--- src/rtl/mc_ctrl_pkg.sv ---
// Shared constants for the multi-cycle MIPS control unit: opcodes, functs,
// FSM state encoding, datapath mux encodings and the decoded-class struct.
package mc_ctrl_pkg;

    localparam logic [5:0] OP_RTYPE = 6'b000000;
    localparam logic [5:0] OP_ORI   = 6'b001101;
    localparam logic [5:0] OP_LW    = 6'b100011;
    localparam logic [5:0] OP_SW    = 6'b101011;
    localparam logic [5:0] OP_BEQ   = 6'b000100;
    localparam logic [5:0] OP_LUI   = 6'b001111;
    localparam logic [5:0] OP_JAL   = 6'b000011;

    localparam logic [5:0] FN_ADD   = 6'b100000;
    localparam logic [5:0] FN_SUB   = 6'b100010;
    localparam logic [5:0] FN_JR    = 6'b001000;
    localparam logic [5:0] FN_MULT  = 6'b011000;
    localparam logic [5:0] FN_DIV   = 6'b011010;
    localparam logic [5:0] FN_MFHI  = 6'b010000;
    localparam logic [5:0] FN_MFLO  = 6'b010010;

    typedef enum logic [2:0] {
        S_FETCH  = 3'd0,
        S_DECODE = 3'd1,
        S_EXEC   = 3'd2,
        S_MEM    = 3'd3,
        S_WB     = 3'd4,
        S_MDWAIT = 3'd5
    } state_t;

    localparam logic [2:0] ALU_ADD  = 3'b000;
    localparam logic [2:0] ALU_SUB  = 3'b001;
    localparam logic [2:0] ALU_OR   = 3'b011;

    localparam logic [2:0] EXT_SIGN = 3'b000;
    localparam logic [2:0] EXT_ZERO = 3'b001;
    localparam logic [2:0] EXT_LUI  = 3'b010;

    localparam logic [2:0] NPC_PC4  = 3'b000;
    localparam logic [2:0] NPC_BEQ  = 3'b001;
    localparam logic [2:0] NPC_JAL  = 3'b010;
    localparam logic [2:0] NPC_JR   = 3'b011;
    localparam logic [2:0] NPC_EXC  = 3'b100;

    localparam logic [2:0] AB_RD2   = 3'b000;
    localparam logic [2:0] AB_EXT   = 3'b001;

    localparam logic [2:0] RW_ALU   = 3'b000;
    localparam logic [2:0] RW_EXT   = 3'b001;
    localparam logic [2:0] RW_DM    = 3'b010;
    localparam logic [2:0] RW_PC4   = 3'b011;
    localparam logic [2:0] RW_HILO  = 3'b100;

    // Exactly one flag is set for any instruction word.
    typedef struct packed {
        logic add;
        logic sub;
        logic jr;
        logic mult;
        logic div;
        logic mfhi;
        logic mflo;
        logic ori;
        logic lw;
        logic sw;
        logic beq;
        logic lui;
        logic jal;
        logic nop;
        logic unk;
    } cls_t;

endpackage

--- src/rtl/mc_ctrl_decode.sv ---
// Combinational instruction classifier: IR word -> one-hot class flags.
module mc_decode
    import mc_ctrl_pkg::*;
(
    input  logic [31:0] instr_i,
    output cls_t        cls_o
);

    logic [5:0] op;
    logic [5:0] fn;
    logic       rtype;

    assign op    = instr_i[31:26];
    assign fn    = instr_i[5:0];
    assign rtype = (op == OP_RTYPE) && (instr_i != 32'd0);

    always_comb begin
        cls_o      = '0;
        cls_o.nop  = (instr_i == 32'd0);
        cls_o.add  = rtype && (fn == FN_ADD);
        cls_o.sub  = rtype && (fn == FN_SUB);
        cls_o.jr   = rtype && (fn == FN_JR);
        cls_o.mult = rtype && (fn == FN_MULT);
        cls_o.div  = rtype && (fn == FN_DIV);
        cls_o.mfhi = rtype && (fn == FN_MFHI);
        cls_o.mflo = rtype && (fn == FN_MFLO);
        cls_o.ori  = (op == OP_ORI);
        cls_o.lw   = (op == OP_LW);
        cls_o.sw   = (op == OP_SW);
        cls_o.beq  = (op == OP_BEQ);
        cls_o.lui  = (op == OP_LUI);
        cls_o.jal  = (op == OP_JAL);
        cls_o.unk  = ~|{cls_o.nop, cls_o.add, cls_o.sub, cls_o.jr, cls_o.mult,
                        cls_o.div, cls_o.mfhi, cls_o.mflo, cls_o.ori, cls_o.lw,
                        cls_o.sw, cls_o.beq, cls_o.lui, cls_o.jal};
    end

endmodule

--- src/rtl/mc_ctrl.sv ---
// Multi-cycle MIPS control FSM (FETCH/DECODE/EXEC/MEM/WB/MDWAIT).
// Optional reserved-instruction trap: define MC_CTRL_RI_TRAP_EN to add exc_ri.
module mc_ctrl
    import mc_ctrl_pkg::*;
#(
    parameter int MULT_CYCLES = 5,
    parameter int DIV_CYCLES  = 10,
    parameter int CNT_W       = 4
) (
    input  logic        clk,
    input  logic        rst_n,
    input  logic [31:0] instr,
    input  logic        mem_rdy,
    output logic        ir_we,
    output logic        pc_we,
    output logic [2:0]  ALUop,
    output logic [2:0]  EXTop,
    output logic [2:0]  NPCop,
    output logic [2:0]  ABsel,
    output logic [2:0]  RWsel,
    output logic        GRFWE,
    output logic [4:0]  GRFaddr,
    output logic        DMWN,
    output logic        dm_re,
    output logic        md_start,
    output logic        md_op,
    output logic        hilo_sel,
    output logic        md_busy,
    output logic        retire,
    output logic [2:0]  state
`ifdef MC_CTRL_RI_TRAP_EN
    ,
    output logic        exc_ri
`endif
);

    state_t           state_q, state_d;
    logic [CNT_W-1:0] cnt_q, cnt_d;
    cls_t             c;

    mc_decode u_dec (
        .instr_i (instr),
        .cls_o   (c)
    );

    always_ff @(posedge clk or negedge rst_n) begin
        if (!rst_n) begin
            state_q <= S_FETCH;
            cnt_q   <= '0;
        end else begin
            state_q <= state_d;
            cnt_q   <= cnt_d;
        end
    end

    assign state = state_q;

    // Per-instruction datapath controls; the IR is stale during FETCH so they stay idle there.
    always_comb begin
        ALUop    = ALU_ADD;
        EXTop    = EXT_SIGN;
        NPCop    = NPC_PC4;
        ABsel    = AB_RD2;
        RWsel    = RW_ALU;
        GRFaddr  = 5'd0;
        md_op    = 1'b0;
        hilo_sel = 1'b0;
        if (state_q != S_FETCH) begin
            if (c.sub || c.beq)            ALUop = ALU_SUB;
            if (c.ori)                     ALUop = ALU_OR;
            if (c.ori)                     EXTop = EXT_ZERO;
            if (c.lui)                     EXTop = EXT_LUI;
            if (c.ori || c.lw || c.sw)     ABsel = AB_EXT;
            if (c.lui)                     RWsel = RW_EXT;
            if (c.lw)                      RWsel = RW_DM;
            if (c.jal)                     RWsel = RW_PC4;
            if (c.mfhi || c.mflo)          RWsel = RW_HILO;
            if (c.beq)                     NPCop = NPC_BEQ;
            if (c.jal)                     NPCop = NPC_JAL;
            if (c.jr)                      NPCop = NPC_JR;
`ifdef MC_CTRL_RI_TRAP_EN
            if (c.unk)                     NPCop = NPC_EXC;
`endif
            if (c.add || c.sub || c.mfhi || c.mflo) GRFaddr = instr[15:11];
            if (c.lw || c.lui || c.ori)             GRFaddr = instr[20:16];
            if (c.jal)                              GRFaddr = 5'd31;
            md_op    = c.div;
            hilo_sel = c.mflo;
        end
    end

    always_comb begin
        state_d  = state_q;
        cnt_d    = cnt_q;
        ir_we    = 1'b0;
        pc_we    = 1'b0;
        retire   = 1'b0;
        GRFWE    = 1'b0;
        DMWN     = 1'b0;
        dm_re    = 1'b0;
        md_start = 1'b0;
        md_busy  = 1'b0;
`ifdef MC_CTRL_RI_TRAP_EN
        exc_ri   = 1'b0;
`endif
        case (state_q)
            S_FETCH: begin
                // Gated by rst_n so nothing is latched while reset is held.
                ir_we = mem_rdy && rst_n;
                if (mem_rdy) state_d = S_DECODE;
            end
            S_DECODE: begin
                if (c.nop || c.unk) begin
                    pc_we   = 1'b1;
                    retire  = 1'b1;
                    state_d = S_FETCH;
`ifdef MC_CTRL_RI_TRAP_EN
                    exc_ri  = c.unk;
`endif
                end else if (c.mult || c.div) begin
                    md_start = 1'b1;
                    cnt_d    = c.div ? CNT_W'(DIV_CYCLES - 1) : CNT_W'(MULT_CYCLES - 1);
                    state_d  = S_MDWAIT;
                end else if (c.lui || c.jal || c.mfhi || c.mflo) begin
                    state_d = S_WB;
                end else begin
                    state_d = S_EXEC;
                end
            end
            S_EXEC: begin
                if (c.lw || c.sw) begin
                    state_d = S_MEM;
                end else if (c.beq || c.jr) begin
                    pc_we   = 1'b1;
                    retire  = 1'b1;
                    state_d = S_FETCH;
                end else begin
                    state_d = S_WB;
                end
            end
            S_MEM: begin
                dm_re = c.lw;
                DMWN  = c.sw;
                if (mem_rdy) begin
                    if (c.lw) begin
                        state_d = S_WB;
                    end else begin
                        pc_we   = 1'b1;
                        retire  = 1'b1;
                        state_d = S_FETCH;
                    end
                end
            end
            S_WB: begin
                GRFWE   = 1'b1;
                pc_we   = 1'b1;
                retire  = 1'b1;
                state_d = S_FETCH;
            end
            S_MDWAIT: begin
                md_busy = 1'b1;
                if (cnt_q == '0) begin
                    pc_we   = 1'b1;
                    retire  = 1'b1;
                    state_d = S_FETCH;
                end else begin
                    cnt_d = cnt_q - 1'b1;
                end
            end
            default: state_d = S_FETCH;
        endcase
    end

endmodule

--- config.mk ---
export PLATFORM = sky130hd
export DESIGN_NAME = mc_ctrl
export DESIGN_NICKNAME = d
export VERILOG_FILES = /design/src/rtl/mc_ctrl_pkg.sv /design/src/rtl/mc_ctrl_decode.sv /design/src/rtl/mc_ctrl.sv
export SDC_FILE = /design/constraint.sdc
export NUM_CORES = 1
export LEC_CHECK = 0
export ABC_CLOCK_PERIOD_IN_PS = 1630
export BUFFER_PORTS_ARGS = -buffer_cell sky130_fd_sc_hd__buf_4
export CAP_MARGIN = 10
export CORE_MARGIN = 2
export CORE_UTILIZATION = 40
export CTS_CLUSTER_SIZE = 25
export DETAILED_ROUTE_END_ITERATION = 8
export GPL_TIMING_DRIVEN = 0
export PLACE_DENSITY = 0.78
export SLEW_MARGIN = 20
export SYNTH_ARGS = -nofsm -noshare
export SYNTH_HDL_FRONTEND = slang
export SYNTH_SLANG_ARGS = --single-unit
--- constraint.sdc ---
create_clock -name clk -period 1.63 [get_ports clk]
set_input_delay 0 -clock clk [delete_from_list [all_inputs] [get_ports clk]]
set_output_delay 0 -clock clk [all_outputs]
set_load 0.02 [all_outputs]
### Word level (Yosys, flattened, before mapping)

Index checks and enable logic that the tools add are counted.
Widths: inputs -> output; s select.

* flip-flop bits (word level): 7
* bits of input ports: 35
* output and inout port bits: 33

* $add $sub $neg: 1
* equal/unequal tests: 24
* multiplexer cells: 53
* reductions and logical operators: 36

Operators by type and width (number)
* $mux 3: 20
* $logic_not 32->1: 1
* $reduce_bool 32->1: 1
* $eq 6x5->1 const B: 4
* $eq 6x6->1 const B: 4
* $mux 1: 22
* $mux 5: 4
* $eq 6x4->1 const B: 3
* $logic_or 1x1->1: 16
* $mux 4: 4
* $pmux 3 s5: 1
* $reduce_or 14->1: 1
* $ne 2x2->1 const B: 6
* $logic_and 1x1->1: 9
* $pmux 4 s2: 1
* $eq 3x2->1 const B: 2
* $eq 3x3->1 const B: 2
* $eq 6x2->1 const B: 1
* $eq 6x3->1 const B: 1
* $logic_not 6->1: 1
* $pmux 1 s5: 1
* $logic_not 4->1: 1
* $reduce_and 4->1: 1
* $sub 4x1->4 const B: 1
* 6 further kinds: 6

### Longest topological paths before layout

* word-level depth: 10
* depth in mapped cells: 8
* depth with buffers taken out: 7

### Hierarchy

From an unflattened synthesis, not the netlist that was laid out.

* cell total of the unflattened synthesis: 170
* area total of the unflattened synthesis: 1162.4 um2

Modules (own cells, without submodules)
* mc_ctrl: instances 1, cells an instance 116, area each 823.3 um2, sequential area each 175.2 um2
* mc_decode: instances 1, cells an instance 54, area each 339.1 um2, sequential area each 0.0 um2

### Worst setup path before layout

Ideal clock, no wire load.

* path type: register to register
* from: reg state_q[1] (netlist: state[1])
* to: reg cnt_q[0]
* setup time: 76 ps
* arrival: 1714 ps
* data required time: 1554 ps
* slack: -160 ps
* stages on the path, launching flop included: 7
* buffers on the path: 1
* clock period less this slack: 1790 ps
* cells stage by stage: dfrtp_1 buf_6 nor3b_2 and4_1 nor2_2 or3_1 o21ai_1

* cells in the longest elaborated chain, start to end: 3

Ends and longest elaborated chain
* from (decl): line mc_ctrl.sv:37 `state_t state_q, state_d;`
* from (signal assigned): line mc_ctrl.sv:51 `state_q <= state_d;`
* $eq 3x3->1 / $eq 3x1->1 (equally long branches): line mc_ctrl.sv:106 `case (state_q)`
* $ne 2x2->1 (no line) / $reduce_bool 2->1 (equally long branches)
* $reduce_and 4->1 (no line)
* to (signal assigned): line mc_ctrl.sv:52 `cnt_q <= cnt_d;`
* to (decl): line mc_ctrl.sv:38 `logic [CNT_W-1:0] cnt_q, cnt_d;`

Parallel ways exist; a longest one is shown, timed or not.
A chain may end at the register's enable or synchronous reset.

### Final worst setup path

* from: reg cnt_q[0]
* to: out retire

* cells in the longest elaborated chain, start to end: 3

Ends and longest elaborated chain
* $logic_not 4->1: line mc_ctrl.sv:162 `if (cnt_q == '0) begin`
* $mux 1: line mc_ctrl.sv:162
* $pmux 1 s5: line mc_ctrl.sv:106
* to (decl): line mc_ctrl.sv:29 `output logic retire,`

Every way passes these cells.

==> results.toml <==
[status]
outcome = "finished with violations"
violations = "negative setup slack"

[power_and_ir_drop]
p_per_area_nw_per_um2 = 944
irDropWorstVdd_mv = 1.19
p_leak_uw = 0.000896

[yosys]
async_flop_share_pct = 100
synth_warnings = 0
synth_area_sq_um = 1170
synth_cell_types = 57
synth_edf_count = 0
synth_cells = 167
synth-seq-cells = 7
ys_seq_area_share_pct = 14.9
ys.flop_type = "dfrtp_1"
synth.avg_cell_area_sq_um = 7.04

[global_route]
grt_max_degree = 11
grt_pass1_vias = 1348
antenna_found_initial = 0
grt_overflow = 0
grtUsageTotal_pct = 22.3
grt_pass1_wl_um = 5930

[sta]
finalCritPeriodShare_pct = 109
setup_slack_ps = -144
rsz0062_at_grt = "yes"
drv_slew = 0
setup_viol = 5
finalHoldViolCount = 0
fmax_ghz = 0.564
finalSetupTns_ps = -414
skew_ps = 3.61
min_period_ps = 1770

[clock_network]
root_buffer = "clkbuf_4"
path_clk_slew_ps = 60
cts_buffer_depth = 2
htree_levels = 1
cts_tree = "done"
cts.sinks = 7
numCtsBuffers = 3
clk-insertion-delay-late_ps = 260

[layout]
layout_common_cells = "77 x buf_4, 16 x nand2_1, 12 x nor2_1, 11 x a21oi_1, 10 x buf_6"
instances_no_fill = 283
regArea_sq_um = 176
diodes = 0
num-nets-final = 291
multiInputGateArea_sq_um = 1030
fillers = 233
final_common_cell = "buf_4"
final_area_sq_um = 2020
drive_gt1_share_pct = 48.4
area_growth_pct = 71.7

[setup_path]
arrival_ps = 1770
cp-end-kind = "output pin"
path_class = "reg2out"
cp-start-kind = "flop"
crit_required_ps = 1630
path_max_fanout = 2

[floorplan]
die_h_um = 58.2
core-area_sq_um = 2780
num_rows = 19
fp.dieW_um = 58.2
ioPinCount = 68
initial_utilization_pct = 42.2
die-area_sq_um = 3390

[route]
ant_nets = 0
wirelength_um = 4160
initialDrtViolationCount = 70
post_drt_wl_per_cell_um = 14.7
first_pass_iters = 4
via_per_inst = 5.81
drc = 0
via_count = 1645

[job]
maxCapViolCount = 0

[place]
place_area_sq_um = 1700
dpl.hpwl_um = 2730
routabilityCongestion = 0.810
placed_cells = 262
io_buffer_count = 60

[min_path]
hold_path.class = "in2async"
-- registers in the layout, indices dropped and copies added, names as in the netlist --
signal,cells
state,3
cnt_q,4
-- critical path, stage by stage (launching register included) --
cell      delay, ps
dfrtp_1         340
inv_1            60
ha_2            180
nor3b_4         150
nor2b_1         180
o221ai_2        120
a22o_2          240
buf_6           110
buf_6           120
-- cell families after synthesis --
logic type	Yosys count	synth area share (%)
compound gates	44	25.1
xor+xnor	2	1.49
fa+ha+maj	3	3.20
buf+inv	23	10.6
flops	7	14.9
other cells	1	0.319
simple gates	87	44.3
-- Yosys cell counts (4+ instances only) --
master	n	area [sq um]
buf_4	7	52.6
nor4_1	8	50.1
nor2_1	13	48.8
nand2b_1	4	25.0
nand2_1	17	63.8
nand3_1	6	30.0
buf_2	4	20.0
nor3_1	6	30.0
o22ai_1	6	37.5
inv_1	10	37.5
a21oi_1	12	60.1
o21ai_0	6	30.0
dfrtp_1	7	175
or3_1	6	37.5
-- what timing repair did --
item / CTS / global route
setup buffers: 12 / 5
resized for setup: 16 / 20
hold buffers: 1 / 0
pin swaps: 7 / 12
endpoints found under the hold margin: 7 / 0
endpoints found under the setup margin: 24 / 12
-- metrics by stage --
stage	hold slack, ps	setup WS (ps)	util (%)	total power [uW]
detailed placement	-179	-324	61.2	1200
global placement	-179	-343	61.2	1190
floorplan	-296	-60.1	-	903
finish	89.7	-144	72.5	1900
CTS	90.9	-114	67.8	1650
global route	104	-250	72.5	2030
-- power breakdown --
| part | total (uW) | switching, uW | internal (uW) |
|---|---|---|---|
| clock | 169 | 75.0 | 94.1 |
| sequential | 301 | 65.9 | 235 |
| combinational | 1430 | 709 | 724 |
| total | 1900 | 850 | 1050 |
-- layout make-up --
class	instances	share of cell area, %
repair buffers	78	30.5
well taps	31	1.92
multi-input cells	141	50.9
plain buffers	12	4.78
inverters	10	1.86
clock buffers	4	1.30
flip-flops and latches	7	8.75
-- path summary, 6_finish.rpt --
| kind | start | endpoint | slack (ps) | depth (start not counted) |
|---|---|---|---|---|
| max in group asynchronous | rst_n | state[2] | 1400 | 2 |
| min in group clk | instr[1] | cnt_q[0] | 110 | 3 |
| min | rst_n | cnt_q[2] | 90 | 2 |
| min reg2reg | cnt_q[0] | cnt_q[0] | 590 | 2 |
| max reg2reg | cnt_q[0] | cnt_q[0] | -90 | 9 |
| max | cnt_q[0] | retire | -140 | 8 |
-- per-layer routing --
metal	vias up	part of all wire, %	global-route usage, %
met4	0	1.8	5.98
met5	-	0	0
met2	83	51	39.4
met3	11	8.0	3.13
li1	790	-	-
met1	761	39	28.2
(Power assumes the default switching activity.)
